--- src/rtl/leitor_cedula_if.sv ---
// Signal bundle between the note-reader front end and the logic around it.
// The slave side is the reader itself; the master side drives keys and sensors.
interface leitor_cedula_if;
  logic [1:0] SELECAO;
  logic       CONFIRMA;
  logic [1:0] SENSOR_NOTA;
  logic [1:0] SAIDA;
  logic [1:0] PRODUTO;
  logic [1:0] CEDULA;
  logic       TIMER;
  logic       ENTREGA;
  logic       OCUPADO;

  modport master (
    output SELECAO, CONFIRMA, SENSOR_NOTA, SAIDA,
    input  PRODUTO, CEDULA, TIMER, ENTREGA, OCUPADO
  );

  modport slave (
    input  SELECAO, CONFIRMA, SENSOR_NOTA, SAIDA,
    output PRODUTO, CEDULA, TIMER, ENTREGA, OCUPADO
  );
endinterface

--- src/rtl/leitor_cedula.sv ---
// Front end for the payment FSM: latches the product, debounces the note sensor,
// strobes one CEDULA per inserted note and raises TIMER after inactivity.
module leitor_cedula #(
  parameter int DEBOUNCE = 4,
  parameter int TIMEOUT  = 1000,
  parameter int CW       = 16
) (
  input  logic           CLK,
  input  logic           RST,
  leitor_cedula_if.slave bus
);

  localparam logic [2:0] OCIOSO   = 3'd0;
  localparam logic [2:0] ESPERA   = 3'd1;
  localparam logic [2:0] FILTRO   = 3'd2;
  localparam logic [2:0] RETIRADA = 3'd3;
  localparam logic [2:0] EXPIRADO = 3'd4;

  localparam logic [CW-1:0] DEB_LIM = CW'(DEBOUNCE);
  localparam logic [CW-1:0] TMO_LIM = CW'(TIMEOUT - 1);
  localparam logic [CW-1:0] ONE     = CW'(1);

  function automatic logic [CW-1:0] sat_inc(input logic [CW-1:0] v);
    return (&v) ? v : v + ONE;
  endfunction

  logic [2:0]    state_q, state_d;
  logic          conf_q, conf_d;
  logic [CW-1:0] tmo_q, tmo_d;
  logic [CW-1:0] deb_q, deb_d;
  logic [1:0]    code_q, code_d;
  logic [1:0]    produto_q, produto_d;
  logic [1:0]    cedula_q, cedula_d;
  logic          timer_q, timer_d;
  logic          entrega_q, entrega_d;
  logic          ocupado_q, ocupado_d;

  logic          conf_edge, fim, expira, sel_ok;
  logic [CW-1:0] tmo_inc, deb_inc;

  assign conf_edge = bus.CONFIRMA & ~conf_q;
  assign sel_ok    = (bus.SELECAO == 2'b00) || (bus.SELECAO == 2'b11);
  assign fim       = (bus.SAIDA == 2'b10) || (bus.SAIDA == 2'b11);
  assign expira    = (tmo_q >= TMO_LIM);
  assign tmo_inc   = sat_inc(tmo_q);
  assign deb_inc   = sat_inc(deb_q);

  always_comb begin
    state_d   = state_q;
    conf_d    = bus.CONFIRMA;
    tmo_d     = tmo_q;
    deb_d     = deb_q;
    code_d    = code_q;
    produto_d = produto_q;
    cedula_d  = cedula_q;
    timer_d   = timer_q;
    entrega_d = 1'b0;

    // Session end wins over every other transition and drops any pending note.
    if (state_q != OCIOSO && fim) begin
      state_d   = OCIOSO;
      produto_d = 2'b00;
      cedula_d  = 2'b00;
      timer_d   = 1'b0;
      tmo_d     = '0;
      deb_d     = '0;
    end else begin
      case (state_q)
        OCIOSO: begin
          if (conf_edge && sel_ok) begin
            produto_d = bus.SELECAO;
            tmo_d     = '0;
            deb_d     = '0;
            state_d   = ESPERA;
          end
        end
        ESPERA, FILTRO, RETIRADA: begin
          tmo_d = tmo_inc;
          if (expira) begin
            state_d   = EXPIRADO;
            entrega_d = 1'b1;
            timer_d   = 1'b1;
            cedula_d  = 2'b00;
            deb_d     = '0;
          end else if (state_q == ESPERA) begin
            if (bus.SENSOR_NOTA != 2'b00) begin
              code_d = bus.SENSOR_NOTA;
              if (DEBOUNCE <= 1) begin
                state_d   = RETIRADA;
                entrega_d = 1'b1;
                cedula_d  = bus.SENSOR_NOTA;
                timer_d   = 1'b0;
                tmo_d     = '0;
                deb_d     = '0;
              end else begin
                deb_d   = ONE;
                state_d = FILTRO;
              end
            end
          end else if (state_q == FILTRO) begin
            if (bus.SENSOR_NOTA == 2'b00) begin
              deb_d   = '0;
              state_d = ESPERA;
            end else if (bus.SENSOR_NOTA != code_q) begin
              code_d = bus.SENSOR_NOTA;
              deb_d  = ONE;
            end else if (deb_inc >= DEB_LIM) begin
              state_d   = RETIRADA;
              entrega_d = 1'b1;
              cedula_d  = code_q;
              timer_d   = 1'b0;
              tmo_d     = '0;
              deb_d     = '0;
            end else begin
              deb_d = deb_inc;
            end
          end else begin
            // One empty-sensor cycle separates consecutive notes.
            if (bus.SENSOR_NOTA == 2'b00) state_d = ESPERA;
          end
        end
        EXPIRADO: begin
          state_d = EXPIRADO;
        end
        default: begin
          state_d = OCIOSO;
        end
      endcase
    end

    ocupado_d = (state_d != OCIOSO);
  end

  always_ff @(posedge CLK or posedge RST) begin
    if (RST) begin
      state_q   <= OCIOSO;
      conf_q    <= 1'b0;
      tmo_q     <= '0;
      deb_q     <= '0;
      code_q    <= 2'b00;
      produto_q <= 2'b00;
      cedula_q  <= 2'b00;
      timer_q   <= 1'b0;
      entrega_q <= 1'b0;
      ocupado_q <= 1'b0;
    end else begin
      state_q   <= state_d;
      conf_q    <= conf_d;
      tmo_q     <= tmo_d;
      deb_q     <= deb_d;
      code_q    <= code_d;
      produto_q <= produto_d;
      cedula_q  <= cedula_d;
      timer_q   <= timer_d;
      entrega_q <= entrega_d;
      ocupado_q <= ocupado_d;
    end
  end

  assign bus.PRODUTO = produto_q;
  assign bus.CEDULA  = cedula_q;
  assign bus.TIMER   = timer_q;
  assign bus.ENTREGA = entrega_q;
  assign bus.OCUPADO = ocupado_q;

endmodule

--- src/flat_wrapper.sv ---
// flat-port wrapper written by rule: the top's interface ports become plain ports
module leitor_cedula_flat 
#(
  parameter int DEBOUNCE = 4,
  parameter int TIMEOUT  = 1000,
  parameter int CW       = 16
)
  (CLK, RST, bus_SELECAO, bus_CONFIRMA, bus_SENSOR_NOTA, bus_SAIDA, bus_PRODUTO, bus_CEDULA, bus_TIMER, bus_ENTREGA, bus_OCUPADO);
  leitor_cedula_if bus_i ();
  input  logic CLK;
  input  logic RST;
  input wire logic [$bits(bus_i.SELECAO)-1:0] bus_SELECAO;
  input wire logic [$bits(bus_i.CONFIRMA)-1:0] bus_CONFIRMA;
  input wire logic [$bits(bus_i.SENSOR_NOTA)-1:0] bus_SENSOR_NOTA;
  input wire logic [$bits(bus_i.SAIDA)-1:0] bus_SAIDA;
  output wire logic [$bits(bus_i.PRODUTO)-1:0] bus_PRODUTO;
  output wire logic [$bits(bus_i.CEDULA)-1:0] bus_CEDULA;
  output wire logic [$bits(bus_i.TIMER)-1:0] bus_TIMER;
  output wire logic [$bits(bus_i.ENTREGA)-1:0] bus_ENTREGA;
  output wire logic [$bits(bus_i.OCUPADO)-1:0] bus_OCUPADO;
  assign bus_i.SELECAO = bus_SELECAO;
  assign bus_i.CONFIRMA = bus_CONFIRMA;
  assign bus_i.SENSOR_NOTA = bus_SENSOR_NOTA;
  assign bus_i.SAIDA = bus_SAIDA;
  assign bus_PRODUTO = bus_i.PRODUTO;
  assign bus_CEDULA = bus_i.CEDULA;
  assign bus_TIMER = bus_i.TIMER;
  assign bus_ENTREGA = bus_i.ENTREGA;
  assign bus_OCUPADO = bus_i.OCUPADO;
  leitor_cedula #(.DEBOUNCE(DEBOUNCE), .TIMEOUT(TIMEOUT), .CW(CW)) u_core (.CLK(CLK), .RST(RST), .bus(bus_i));
endmodule
--- config.mk ---
export PLATFORM = sky130hd
export DESIGN_NAME = leitor_cedula_flat
export DESIGN_NICKNAME = d
export VERILOG_FILES = /design/src/rtl/leitor_cedula_if.sv /design/src/rtl/leitor_cedula.sv /design/src/flat_wrapper.sv
export SDC_FILE = /design/constraint.sdc
export NUM_CORES = 1
export LEC_CHECK = 0
export ABC_CLOCK_PERIOD_IN_PS = 6500
export CORE_MARGIN = 4
export CORE_UTILIZATION = 55
export CTS_BUF_LIST = sky130_fd_sc_hd__clkbuf_8
export DETAILED_ROUTE_END_ITERATION = 8
export GPL_TIMING_DRIVEN = 0
export PLACE_DENSITY_LB_ADDON = 0.2
export RECOVER_POWER = 25
export SETUP_SLACK_MARGIN = 0.02
export SLEW_MARGIN = 20
export SYNTH_ARGS = -nofsm -noshare
export SYNTH_HDL_FRONTEND = slang
export SYNTH_SLANG_ARGS = --single-unit
--- constraint.sdc ---
create_clock -name CLK -period 6.5 [get_ports CLK]
set_input_delay 0.975 -clock CLK [delete_from_list [all_inputs] [get_ports CLK]]
set_output_delay 0.975 -clock CLK [all_outputs]
set_load 0.05 [all_outputs]
==> flow_metrics.py <==
metrics = {
    "run_status": {
        "outcome": "complete, but fails checks",
        "violations": "max-capacitance violations, max-slew violations",
    },
    "setup_path": {
        "cp.required_ns": 6.67,
        "end_kind": "register",
        "rr_worst_depth": 9,
        "arrival_ns": 3.31,
        "critical_path_class": "register to register",
        "cp-start-kind": "register",
        "cp_max_fo": 10,
    },
    "clock_network": {
        "cts_hold_buffers": 0,
        "cts_num_sinks": 45,
        "post_cts_buffers": 0,
        "clock_latency_ns": 0.31,
        "clk_path_buf_depth": 2,
        "cts_root_buf": "clkbuf_8",
        "cts-resized-gates": 0,
        "path_clk_slew_ns": 0.09,
        "cts_tree": "built",
        "htreeDepth": 2,
        "cts_made_buffers": 5,
    },
    "global_route": {
        "grt_max_degree": 31,
        "grt_pass1_vias": 2182,
        "grt_util_all_layers": 0.216,
        "grt_pass1_wl_um": 10300,
        "grt_overflow": 0,
        "antenna_found_initial": 0,
    },
    "power_and_ir_drop": {
        "vdd_drop_max_v": 0.000164,
        "power_density_mw_per_mm2": 208,
        "power.leakage_nw": 1.23,
    },
    "routing": {
        "vias_per_cell": 6.39,
        "wl_um": 5820,
        "routedWlPerCell_um": 16.2,
        "num_vias": 2293,
        "ant_nets": 0,
        "first_pass_iters": 4,
        "dr.first_iter.drc_count": 152,
        "route.detailed.drc": 0,
    },
    "synthesis": {
        "ys_ff_latch": 45,
        "synth_nets": 297,
        "syn_area_mm2": 0.00258,
        "synthArstFlopShare": 1.00,
        "ys_types": 54,
        "synth.most_common_cell": "dfrtp_1",
        "yosys_warnings": 0,
        "yosysSeqAreaShare": 0.437,
        "synth_area_leaders": "dfrtp_1 (44%), nor3_1 (3.9%), nand2_1 (3.6%)",
        "synthCells": 286,
        "syn_avg_cell_area_um2": 9.02,
        "synth_area_leader_cell": "dfrtp_1",
        "synth_edf_count": 0,
        "ys.flop_type": "dfrtp_1",
        "synth_top_area_share": 0.437,
        "ys_top_cells_by_count": "dfrtp_1 (45), nand2_1 (25), nor2_1 (24), nor3_1 (20), inv_1 (12)",
    },
    "cells_and_area": {
        "synthToLayoutAreaGrowth_pct": 11.2,
        "layout.nets": 318,
        "n_antenna_cell": 0,
        "layout-drive-gt1-share": 0.0619,
    },
    "sta": {
        "hold_viol_final": 0,
        "setup_viol": 0,
        "rsz0062_at_grt": "no",
        "relSlewSlack": -0.0287,
        "slew_violations": 31,
        "max_freq_ghz": 0.318,
        "hold_ws_ns": 0.511,
        "tightestPinTransition_ns": 1.54,
        "skew_ns": 0.00969,
        "period_share": 0.483,
        "tns_ns": 0,
        "min_period_ns": 3.14,
    },
    "floorplanning": {
        "initial_core_util": 0.580,
        "num_rows": 24,
        "fp.dieW_um": 76.5,
        "die_h_um": 76.5,
        "ioPinCount": 16,
        "core_mm2": 0.00444,
        "dieArea_mm2": 0.00585,
    },
    "run": {
        "maxCapViolCount": 1,
    },
    "placement": {
        "hpwl_um": 4150,
        "gp_congestion": 0.928,
        "portBuffers": 13,
    },
    "min_path": {
        "hold_depth": 1,
        "hold_path.class": "register to register",
    },
}
==> critical path, stage by stage (launching register included) <==
cell and delay (ns):
dfrtp_1 0.41, ha_1 0.27, a211o_1 0.31, a31oi_1 0.47, inv_1 0.19, nor3_1 0.39
a31oi_1 0.41, clkbuf_1 0.34, nor2_1 0.14, a31oi_1 0.05
==> cells in the final DEF (no fill, tap or decap), drive strengths merged, types with 3 or more instances in the layout <==
master         instances
mux2                   3
and3                   4
xnor2                  5
nand2                 25
clkdlybuf4s50         11
dfrtp                 45
nand4                 12
clkbuf                17
a211o                  3
or4                    3
and4                   3
a211oi                 5
nand3                 11
nor4                  12
o22a                   6
nor2                  24
nor2b                 11
a22o                   3
nor3                  21
a21oi                  6
a21o                   8
nor3b                  3
o21ai                 12
o31ai                  3
inv                   12
a31oi                  7
==> area by class of cell <==
| type | instances | area, µm² |
|---|---|---|
| timing repair buffer | 14 | 134 |
| tap | 52 | 65.1 |
| clock buffer | 6 | 82.6 |
| clock inverter | 1 | 7.51 |
| inverter | 12 | 45.0 |
| sequential | 45 | 1130 |
| multi-input combinational | 217 | 1360 |
| fill | 371 | 1580 |
| buffer | 12 | 47.5 |
==> final timing paths <==
kind	start	end	slack [ns]
worst max-delay path	u_core.tmo_q[0]	u_core.deb_q[0]	3.36
worst min-delay path	u_core.bus.PRODUTO[1]	u_core.bus.PRODUTO[1]	0.51
worst max register to register	u_core.tmo_q[0]	u_core.deb_q[0]	3.36
worst min register to register	u_core.bus.PRODUTO[1]	u_core.bus.PRODUTO[1]	0.51
max in group asynchronous	RST	u_core.state_q[1]	3.51
min in group asynchronous	RST	u_core.deb_q[7]	1.17
==> where the power goes <==
group / internal (W) / switching, W
Clock: 0.0000841 / 0.0000951
Combinational: 0.0000388 / 0.0000641
Sequential: 0.000299 / 0.0000167
==> stage by stage <==
step / cells / setup slack, ns / cell area, µm² / util / power (W)
2_1_floorplan: 286 / 3.93 / 2580 / - / 0.000391
3_3_place_gp: 351 / 3.09 / 2770 / 0.624 / 0.000424
3_5_place_dp: 352 / 3.07 / 2790 / 0.629 / 0.000427
4_1_cts: 359 / 3.37 / 2880 / 0.649 / 0.000606
5_1_grt: 359 / 2.95 / 2870 / 0.645 / 0.000630
6_report: 359 / 3.36 / 2870 / 0.645 / 0.000598
==> state kept, by name, indices dropped and copies added (netlist names) <==
name,flops
u_core.bus.CEDULA,2
u_core.code_q,2
u_core.bus.OCUPADO,1
u_core.tmo_q,16
u_core.bus.ENTREGA,1
u_core.bus.TIMER,1
u_core.deb_q,16
u_core.conf_q,1
u_core.bus.PRODUTO,2
u_core.state_q,3
==> cells by family after synthesis <==
kind of cell / after synthesis / share of synthesized area
AO/OA/AOI/OAI: 69 / 0.197
XOR/XNOR: 6 / 0.0204
adder cells (fa/ha/maj): 2 / 0.00970
buffers and inverters: 24 / 0.0359
flip-flops: 45 / 0.437
multiplexers: 3 / 0.0131
AND/OR/NAND/NOR: 137 / 0.287
==> routing by layer <==
layer,track usage,part of all wire,vias to the layer above
met5,0,0,-
met4,0.0960,0.021,0
met3,0.0437,0.055,11
met2,0.324,0.45,61
met1,0.302,0.47,1108
li1,-,-,1113
Note: power is estimated with default switching activity, not from simulation.
